<file path="src/rtl/rst_sequencer.sv">
// Reset sequencer: merges board reset, debounced pushbutton, clock lock and an
// optional watchdog, then releases bus/interconnect, peripheral and CPU resets
// in order, STAGE_DELAY cycles apart. Records the cause of the last reset.
// Optional watchdog: define RST_SEQ_WDT_EN to enable it.
module rst_sequencer #(
    parameter int unsigned DEBOUNCE_CYCLES = 4,
    parameter int unsigned STAGE_DELAY     = 8,
    parameter int unsigned WDT_TIMEOUT     = 1000
) (
    input  logic       clk_100MHz,
    input  logic       sysreset_n,
    input  logic       ext_reset_in,
    input  logic       dcm_locked,
    input  logic       wdt_kick,
    output logic       bus_struct_reset,
    output logic       interconnect_aresetn,
    output logic       peripheral_aresetn,
    output logic       mb_reset,
    output logic       seq_done,
    output logic [1:0] rst_cause
);

    localparam int unsigned DB_W = (DEBOUNCE_CYCLES > 1) ? $clog2(DEBOUNCE_CYCLES) : 1;
    localparam int unsigned ST_W = (STAGE_DELAY > 1) ? $clog2(STAGE_DELAY) : 1;
    localparam logic [DB_W-1:0] DB_LAST = DB_W'(DEBOUNCE_CYCLES - 1);
    localparam logic [ST_W-1:0] ST_LAST = ST_W'(STAGE_DELAY - 1);

    localparam logic [2:0] S_HOLD = 3'd0;
    localparam logic [2:0] S_BUS  = 3'd1;
    localparam logic [2:0] S_PERI = 3'd2;
    localparam logic [2:0] S_CPU  = 3'd3;
    localparam logic [2:0] S_RUN  = 3'd4;

    logic [1:0]      rst_sync;
    logic [1:0]      ext_sync;
    logic [1:0]      lock_sync;
    logic            rst_ok;
    logic            ext_synced;
    logic            locked_sync;
    logic            ext_req_q;
    logic            ext_req_d;
    logic [DB_W-1:0] db_cnt_q;
    logic [DB_W-1:0] db_cnt_d;
    logic [2:0]      state_q;
    logic [2:0]      state_d;
    logic [ST_W-1:0] cnt_q;
    logic [ST_W-1:0] cnt_d;
    logic [1:0]      cause_d;
    logic            wdt_expire;
    logic            req;

    assign rst_ok      = rst_sync[1];
    assign ext_synced  = ext_sync[1];
    assign locked_sync = lock_sync[1];
    assign req         = ext_req_q | ~locked_sync | wdt_expire;

    // Two-flop synchronizers for reset release, pushbutton and lock status
    always_ff @(posedge clk_100MHz or negedge sysreset_n) begin
        if (!sysreset_n) begin
            rst_sync  <= 2'b00;
            ext_sync  <= 2'b00;
            lock_sync <= 2'b00;
        end else begin
            rst_sync  <= {rst_sync[0], 1'b1};
            ext_sync  <= {ext_sync[0], ext_reset_in};
            lock_sync <= {lock_sync[0], dcm_locked};
        end
    end

    // Debounce: toggle ext_req after DEBOUNCE_CYCLES consecutive differing samples
    always_comb begin
        ext_req_d = ext_req_q;
        db_cnt_d  = '0;
        if (ext_synced != ext_req_q) begin
            if (db_cnt_q == DB_LAST) begin
                ext_req_d = ~ext_req_q;
            end else begin
                db_cnt_d = db_cnt_q + 1'b1;
            end
        end
    end

    // Debounce state
    always_ff @(posedge clk_100MHz or negedge sysreset_n) begin
        if (!sysreset_n) begin
            ext_req_q <= 1'b0;
            db_cnt_q  <= '0;
        end else begin
            ext_req_q <= ext_req_d;
            db_cnt_q  <= db_cnt_d;
        end
    end

`ifdef RST_SEQ_WDT_EN
    localparam int unsigned WDT_W = (WDT_TIMEOUT > 1) ? $clog2(WDT_TIMEOUT) : 1;
    localparam logic [WDT_W-1:0] WDT_LAST = WDT_W'(WDT_TIMEOUT - 1);

    logic [WDT_W-1:0] wdt_cnt_q;

    // A kick on the terminal cycle suppresses the expiry
    assign wdt_expire = (state_q == S_RUN) && (wdt_cnt_q == WDT_LAST) && !wdt_kick;

    // Watchdog counts only while staying in S_RUN without a kick
    always_ff @(posedge clk_100MHz or negedge sysreset_n) begin
        if (!sysreset_n) begin
            wdt_cnt_q <= '0;
        end else if ((state_q == S_RUN) && (state_d == S_RUN) && !wdt_kick) begin
            wdt_cnt_q <= wdt_cnt_q + 1'b1;
        end else begin
            wdt_cnt_q <= '0;
        end
    end
`else
    logic wdt_unused;

    assign wdt_expire = 1'b0;
    assign wdt_unused = wdt_kick | (WDT_TIMEOUT == 0);
`endif

    // Next-state, stage counter and reset-cause capture
    always_comb begin
        state_d = state_q;
        cnt_d   = '0;
        cause_d = rst_cause;
        if (req) begin
            state_d = S_HOLD;
            if (state_q != S_HOLD) begin
                if (!locked_sync) begin
                    cause_d = 2'b10;
                end else if (ext_req_q) begin
                    cause_d = 2'b01;
                end else begin
                    cause_d = 2'b11;
                end
            end
        end else begin
            case (state_q)
                S_HOLD: if (rst_ok) state_d = S_BUS;
                S_BUS: begin
                    if (cnt_q == ST_LAST) state_d = S_PERI;
                    else cnt_d = cnt_q + 1'b1;
                end
                S_PERI: begin
                    if (cnt_q == ST_LAST) state_d = S_CPU;
                    else cnt_d = cnt_q + 1'b1;
                end
                S_CPU: begin
                    if (cnt_q == ST_LAST) state_d = S_RUN;
                    else cnt_d = cnt_q + 1'b1;
                end
                S_RUN:   state_d = S_RUN;
                default: state_d = S_HOLD;
            endcase
        end
    end

    // State, counter and registered outputs decoded from the state being entered
    always_ff @(posedge clk_100MHz or negedge sysreset_n) begin
        if (!sysreset_n) begin
            state_q              <= S_HOLD;
            cnt_q                <= '0;
            rst_cause            <= 2'b00;
            bus_struct_reset     <= 1'b1;
            interconnect_aresetn <= 1'b0;
            peripheral_aresetn   <= 1'b0;
            mb_reset             <= 1'b1;
            seq_done             <= 1'b0;
        end else begin
            state_q              <= state_d;
            cnt_q                <= cnt_d;
            rst_cause            <= cause_d;
            bus_struct_reset     <= (state_d == S_HOLD) || (state_d == S_BUS);
            interconnect_aresetn <= (state_d != S_HOLD) && (state_d != S_BUS);
            peripheral_aresetn   <= (state_d == S_CPU) || (state_d == S_RUN);
            mb_reset             <= (state_d != S_RUN);
            seq_done             <= (state_d == S_RUN);
        end
    end

endmodule

</file>
<file path="config.mk">
export PLATFORM = sky130hd
export DESIGN_NAME = rst_sequencer
export DESIGN_NICKNAME = d
export VERILOG_FILES = /design/src/rtl/rst_sequencer.sv
export SDC_FILE = /design/constraint.sdc
export NUM_CORES = 1
export LEC_CHECK = 0
export CAP_MARGIN = 20
export CORE_MARGIN = 5
export CORE_UTILIZATION = 62
export DETAILED_ROUTE_END_ITERATION = 16
export DONT_BUFFER_PORTS = 1
export PLACE_DENSITY_LB_ADDON = 0.15
export SETUP_SLACK_MARGIN = 0.4
export SYNTH_ARGS = -nofsm -noshare
export SYNTH_HDL_FRONTEND = slang
export SYNTH_SLANG_ARGS = --single-unit
export TNS_END_PERCENT = 10
</file>
<file path="constraint.sdc">
create_clock -name clk_100MHz -period 2.9 [get_ports clk_100MHz]
set_input_delay 0.58 -clock clk_100MHz [delete_from_list [all_inputs] [get_ports clk_100MHz]]
set_output_delay 0.58 -clock clk_100MHz [all_outputs]
set_load 0.01 [all_outputs]
</file>
==> results of run 1 <==
[stage by stage]
step                      instance area (µm²)  instances  total power, W  hold WS, ns  setup WS, ns
final                                     903         80        0.000655        0.109          1.38
after global routing                      903         80        0.000694       0.0891          1.33
after CTS                                 903         80        0.000665       0.0989          1.39
after detailed placement                  857         75        0.000497        0.285          1.42
after global placement                    857         75        0.000486        0.285          1.47
after floorplan                           838         60        0.000470        0.284          1.54
[layer usage]
layer  global-route usage [%]  up-vias
met4                     8.29        0
met5                        0        -
met1                     18.4      235
met3                     3.83        2
met2                     23.8       13
li1                         -      212
[worst paths after layout]
path                                     to  depth (start not counted)
max in group asynchronous      lock_sync[1]                          1
min reg2reg                    lock_sync[1]                          0
min                        bus_struct_reset                          0
max                              state_q[0]                          5
min in group clk_100MHz        lock_sync[0]                          0
max reg2reg                      state_q[0]                          5
[power by group]
group | internal, W | switching, W | leakage [nW]
clock | 0.0000764 | 0.0000836 | 0.0210
combinational | 0.0000546 | 0.0000529 | 0.109
sequential | 0.000347 | 0.0000397 | 0.276
[kinds of logic after synthesis]
logic type                 synth area share [%]
other                                     0.447
DFF                                        66.0
muxes                                      2.69
and+or+nand+nor                            14.3
buffers and inverters                     0.895
xor gates and xnor gates                   2.09
adders and majority gates                  4.48
AOI/OAI and AO/OA                          9.10
[layout make-up]
class / count / area, µm² / share of cell area [%]
Multi-Input combinational cell: 36 / 278 / 30.7
Inverter: 2 / 7.51 / 0.831
Sequential cell: 22 / 553 / 61.2
Tap cell: 15 / 18.8 / 2.08
Timing Repair Buffer: 1 / 10.0 / 1.11
Clock buffer: 4 / 36.3 / 4.02
[state kept, by name, indices dropped and copies added (netlist names)]
signal / flops
cnt_q: 3
bus_struct_reset: 1
ext_sync: 2
peripheral_aresetn: 1
seq_done: 1
rst_sync: 2
rst_cause: 2
lock_sync: 2
state_q: 3
mb_reset: 1
ext_req_q: 1
db_cnt_q: 2
interconnect_aresetn: 1
[cells in the final DEF, fill, tap and decap left out, types with 2 or more instances in the layout]
cell	synthesis	routed
mux2_2	2	2
clkbuf_4	0	3
ha_1	3	3
a21oi_1	4	4
nand2_1	2	2
a21o_1	2	2
nor2_1	5	5
dfrtp_1	20	20
o21ai_0	2	2
nor3_1	2	2
dfstp_2	2	2
or2_4	2	2
nor2b_1	2	2
[repair_timing]
action | 4_1_cts | 5_1_grt
hold buffers | 1 | 0
endpoints found under the hold margin | 20 | 0
setup endpoints to repair | 0 | 0
==> key figures, run 1 <==
Critical path
  • Req. time, crit path: approximately 3 ns
  • Crit-path leading delay family: adder cells
  • Cell breakdown of the critical path: ha_1 > ha_1 > mux2_2 > o21ai_0 > nor2_1
  • Buffers & Inverters on Critical Path: 0
  • Reg-to-Reg Start: cnt_q[0]
  • Crit path max fanout: 6
  • Slowest stage cell on the critical path: dfrtp_1
  • R2r setup slk: around 1.4 ns
  • Kind of end point of the critical path: register
  • Crit path top cell by count: ha_1
  • Slowest stage delay, CP: 0.42 ns
  • Critical Path AT: 1.70 ns
  • Critical path origin: cnt_q[0]
  • CP Launch Type: register
  • CP Class: register to register

Synth
  • Mean Syn Cell Area: approximately 14 µm²
  • Synth area leaders: dfrtp_1 60%, dfstp_2 6.3%, ha_1 4.5%
  • Post-synthesis sequential area ratio: 66.0%
  • Netlist cell types: 24
  • Synth top cells by count: 20 x dfrtp_1, 5 x nor2_1, 4 x a21oi_1
  • Synth area leader: dfrtp_1
  • Top FF cell, synth: dfrtp_1
  • FFs w/ async S/R, synth: 100%
  • Yosys warns: 0
  • Top-count cell post-synth: dfrtp_1
  • Mapped cell area: 838 µm²
  • Synth top area share: 59.7%
  • Post-synthesis net count: 68
  • EDFF count, synth: 0
  • Synth Instances: 60
  • Yosys reg bits: 22

CTS
  • TritonCTS clock tree: yes
  • # Post-CTS Setup Buffers: 0
  • Clock Latency Late Sink: between 0.2 and 0.3 ns
  • PostCTS Resize Cnt: 0
  • H-tree Lvls: 1
  • CTS clk-pin slew, worst paths: approximately 0.12 ns
  • Sink Count: 22
  • Clk root buf: clkbuf_4
  • TritonCTS buffer count: 3
  • CTS Buffer Depth: 2

Die
  • Die height: 46.8 µm
  • Core area: 0.00128 mm²
  • Initial core utilization: approximately 65%
  • Io pins: 12
  • Die width: roughly 47 µm
  • Site Rows: 13
  • Die area: 0.00219 mm²

Global routing
  • GRT Total Usage: 14.9%
  • Global-route wire length before repair: 2170 µm
  • Gr ovfl total: 0
  • Initial antenna violation count: 0
  • Largest net degree at the start of global routing: 21
  • Vias in the first global route: 461

STA
  • Slew @ Worst Pin: 0.882 ns
  • Setup Skew: roughly 0.0055 ns
  • RSZ-0062 raised after global routing: false
  • Final Setup Violations: 0
  • Post-layout minimum cycle time: 1.52 ns
  • Final-report hold violation count: 0
  • Fin crit share: 52.3%
  • Final-report max-slew violation count: 0
  • Setup_tns: 0 ns
  • Max Freq: roughly 660 MHz
  • Max-slew headroom: 41.0%

Routing
  • Final ANT Viol Nets: 0
  • Initial detailed-routing violation count: 6
  • Initial DRT Pass Iterations: 4
  • DRT Wirelength: 1310 µm
  • Via density: 5.78
  • Met2 wire length: roughly 650 µm
  • Highest metal used: met4
  • Routed wire per std cell: 16.4 µm
  • Wire length on met3: 83 µm
  • Detailed-route DRC error count: 0
  • DR vias: ~460
  • M1 wire length: 552 µm

Cells and area
  • Final Core Density: 70.3%
  • Area Overhead vs Synth: 7.76%
  • NumNets Final: 74
  • Layout cells sized above 1: a little under a quarter
  • Layout fillers: around 80
  • Diodes inserted: 0

Place
  • I/O Buffers: 0
  • GP Congestion: about 0.74
  • Final HPWL DP: 886 µm

Power and ir drop
  • Pwr dens: 725 mW/mm²
  • LEAKAGE: 0.406 nW
  • VDD IR-drop max: 0.522 mV

Min path
  • Min-Delay Path Class: input port to async pin

Run status
  • Outcome: finished, final reports clean

Flow run
  • Maxcap violations: 0
(Power assumes the default switching activity.)
==> run 2, diff against run 1 <==
Settings changed: CORE_UTILIZATION 62 to 52.
Clock period 2.9 ns to 1.3 ns, I/O delays scaled along.
==> run 2 against run 1 <==
Effect of this change: setup slack worse by 1.4 ns; critical path depth unchanged; critical path type unchanged; critical endpoint unchanged; first-iteration DRC count rose by 17%; combinational power rose to 3.9 times the previous value; global-route usage fell by 3.7 points; final cell count is 10% higher.
==> key figures, run 2 (synthesis results as in run 1) <==
Run status
  • Outcome: finished, final reports clean

Global routing
  • Vias in the first global route: 455
  • Global-route wire length before repair: 2040 µm
  • Initial antenna violation count: 0
  • Gr ovfl total: 0
  • Met1 usage: 14.8%
  • GRT Total Usage: 11.2%
  • Largest net degree at the start of global routing: 23
  • Met3 usage in global routing: 4.73%
  • Gr busiest metal: met1
  • Met2 Use GR: 14.4%

CTS
  • Sink Count: 22
  • Clk root buf: clkbuf_4
  • H-tree Lvls: 1
  • CTS Buffer Depth: 2
  • TritonCTS buffer count: 3
  • Clock Latency Late Sink: a little under 0.3 ns
  • TritonCTS clock tree: yes
  • CTS clk-pin slew, worst paths: 0.11 ns

Critical path
  • Cell breakdown of the critical path: ha_2 > ha_4 > mux2_4 > o21ai_2 > nor2_1
  • Slowest stage delay, CP: 0.41 ns
  • Crit-path leading delay family: flip-flops
  • Kind of end point of the critical path: register
  • CP Launch Type: register
  • Crit path max fanout: 4
  • CP Class: register to register
  • Req. time, crit path: 1.50 ns
  • Critical Path AT: 1.48 ns
  • Slowest stage cell on the critical path: dfrtp_1
  • Buffers & Inverters on Critical Path: 0

Cells and area
  • Layout cells sized above 1: approximately two fifths
  • Non-filler instance count after layout: 88
  • NumNets Final: 81
  • Area Overhead vs Synth: 24.6%
  • Diodes inserted: 0
  • Commonest cells after routing, fill and taps aside: 20 x dfrtp_1, 5 x nor2_1, 4 x buf_4
  • FF/Latch Area: 553 µm²
  • Regs by FF count: cnt_q x3, state_q x3
  • Commonest non-fill, non-tap cell in the layout: dfrtp_1
  • Final Core Density: 68.6%
  • Layout fillers: 100
  • Multi-input gate area: 354 µm²

Routing
  • Via density: 5.32
  • Initial detailed-routing violation count: 7
  • Detailed-route DRC error count: 0
  • Final ANT Viol Nets: 0
  • Routed wire per std cell: 13.8 µm
  • Initial DRT Pass Iterations: 5
  • DR vias: 468
  • DRT Wirelength: 1210 µm

Place
  • I/O Buffers: 0
  • Final HPWL DP: 784 µm
  • Pre-CTS setup slack: about 0.033 ns
  • GP Congestion: 0.732
  • Inst Count DP: 78

STA
  • Final-report max-slew violation count: 0
  • Final Setup Violations: 0
  • Post-layout minimum cycle time: 1.28 ns
  • Setup Skew: 0.00584 ns
  • RSZ-0062 raised after global routing: true
  • Final-report hold violation count: 0
  • Max Freq: 782 MHz
  • Worst setup margin: roughly 0.021 ns
  • Max-slew headroom: around 39%
  • Slew @ Worst Pin: 0.916 ns
  • Fin crit share: a little over nine tenths

Die
  • Initial core utilization: 55.0%
  • Io pins: 12
  • Die area: about 0.0025 mm²
  • Site Rows: 14
  • Core area: 0.00152 mm²
  • Die height: 50.2 µm
  • Die width: 50.2 µm

Power and ir drop
  • LEAKAGE: around 0.46 nW
  • Pwr dens: 1580 mW/mm²
  • VDD IR-drop max: 1.15 mV

Min path
  • Min-Delay Path Class: input port to async pin

Flow run
  • Maxcap violations: 0
[run 2: cell types whose count changed in the layout (fill, tap and decap cells not counted), sizes merged]
| cell | change |
|---|---|
| dlygate4sd3 | +1 |
| dlymetal6s2s | +1 |
| buf | +5 |
[run 2: metrics by stage]
stage                     total power, W  instance area [µm²]  hold slack [ns]  setup TNS [ns]
after global placement           0.00110                  888          -0.0351               0
final                            0.00165                 1040           0.0767               0
after floorplan                  0.00105                  853          -0.0356               0
after CTS                        0.00151                  977            0.364               0
after detailed placement         0.00110                  888          -0.0351               0
after global routing             0.00176                 1040            0.152         -0.0228
[run 2: worst register-to-register path, stage by stage, from the launching register on]
cell     delay (ns)
dfrtp_1        0.41
ha_2           0.19
ha_4           0.18
mux2_4         0.26
o21ai_2        0.10
nor2_1         0.04
[run 2: final timing paths]
path	start	to	slack (ns)	cells past startpoint
worst max-delay path	cnt_q[0]	state_q[0]	0.02	5
worst min-delay path	sysreset_n	interconnect_aresetn	0.08	1
worst max register to register	cnt_q[0]	state_q[0]	0.02	5
worst min register to register	lock_sync[0]	lock_sync[1]	0.36	0
max in group asynchronous	sysreset_n	state_q[2]	0.66	1
min in group clk_100MHz	lock_sync[0]	lock_sync[1]	0.36	0
[run 2: final cells by class]
class / instances / area share, %
Sequential cell: 22 / 52.9
Timing Repair Buffer: 8 / 7.07
Multi-Input combinational cell: 36 / 33.9
Tap cell: 16 / 1.92
Inverter: 2 / 0.719
Clock buffer: 4 / 3.47
[run 2: power by group]
group	switching [W]	leakage [nW]	internal, W
logic	0.000168	0.166	0.000254
registers	0.0000943	0.276	0.000775
clock network	0.000185	0.0210	0.000171
[run 2: per-layer routing]
layer,vias to the layer above,routed length [µm]
li1,229,-
met1,226,571
met2,11,545
met3,2,77
met4,0,16
met5,-,0
[run 2: timing repair]
item,4_1_cts,5_1_grt
buffers inserted,3,0
pin swaps,1,5
setup endpoints to repair,22,45
hold endpoints to repair,24,0
hold buffers,3,0
resized for setup,0,15
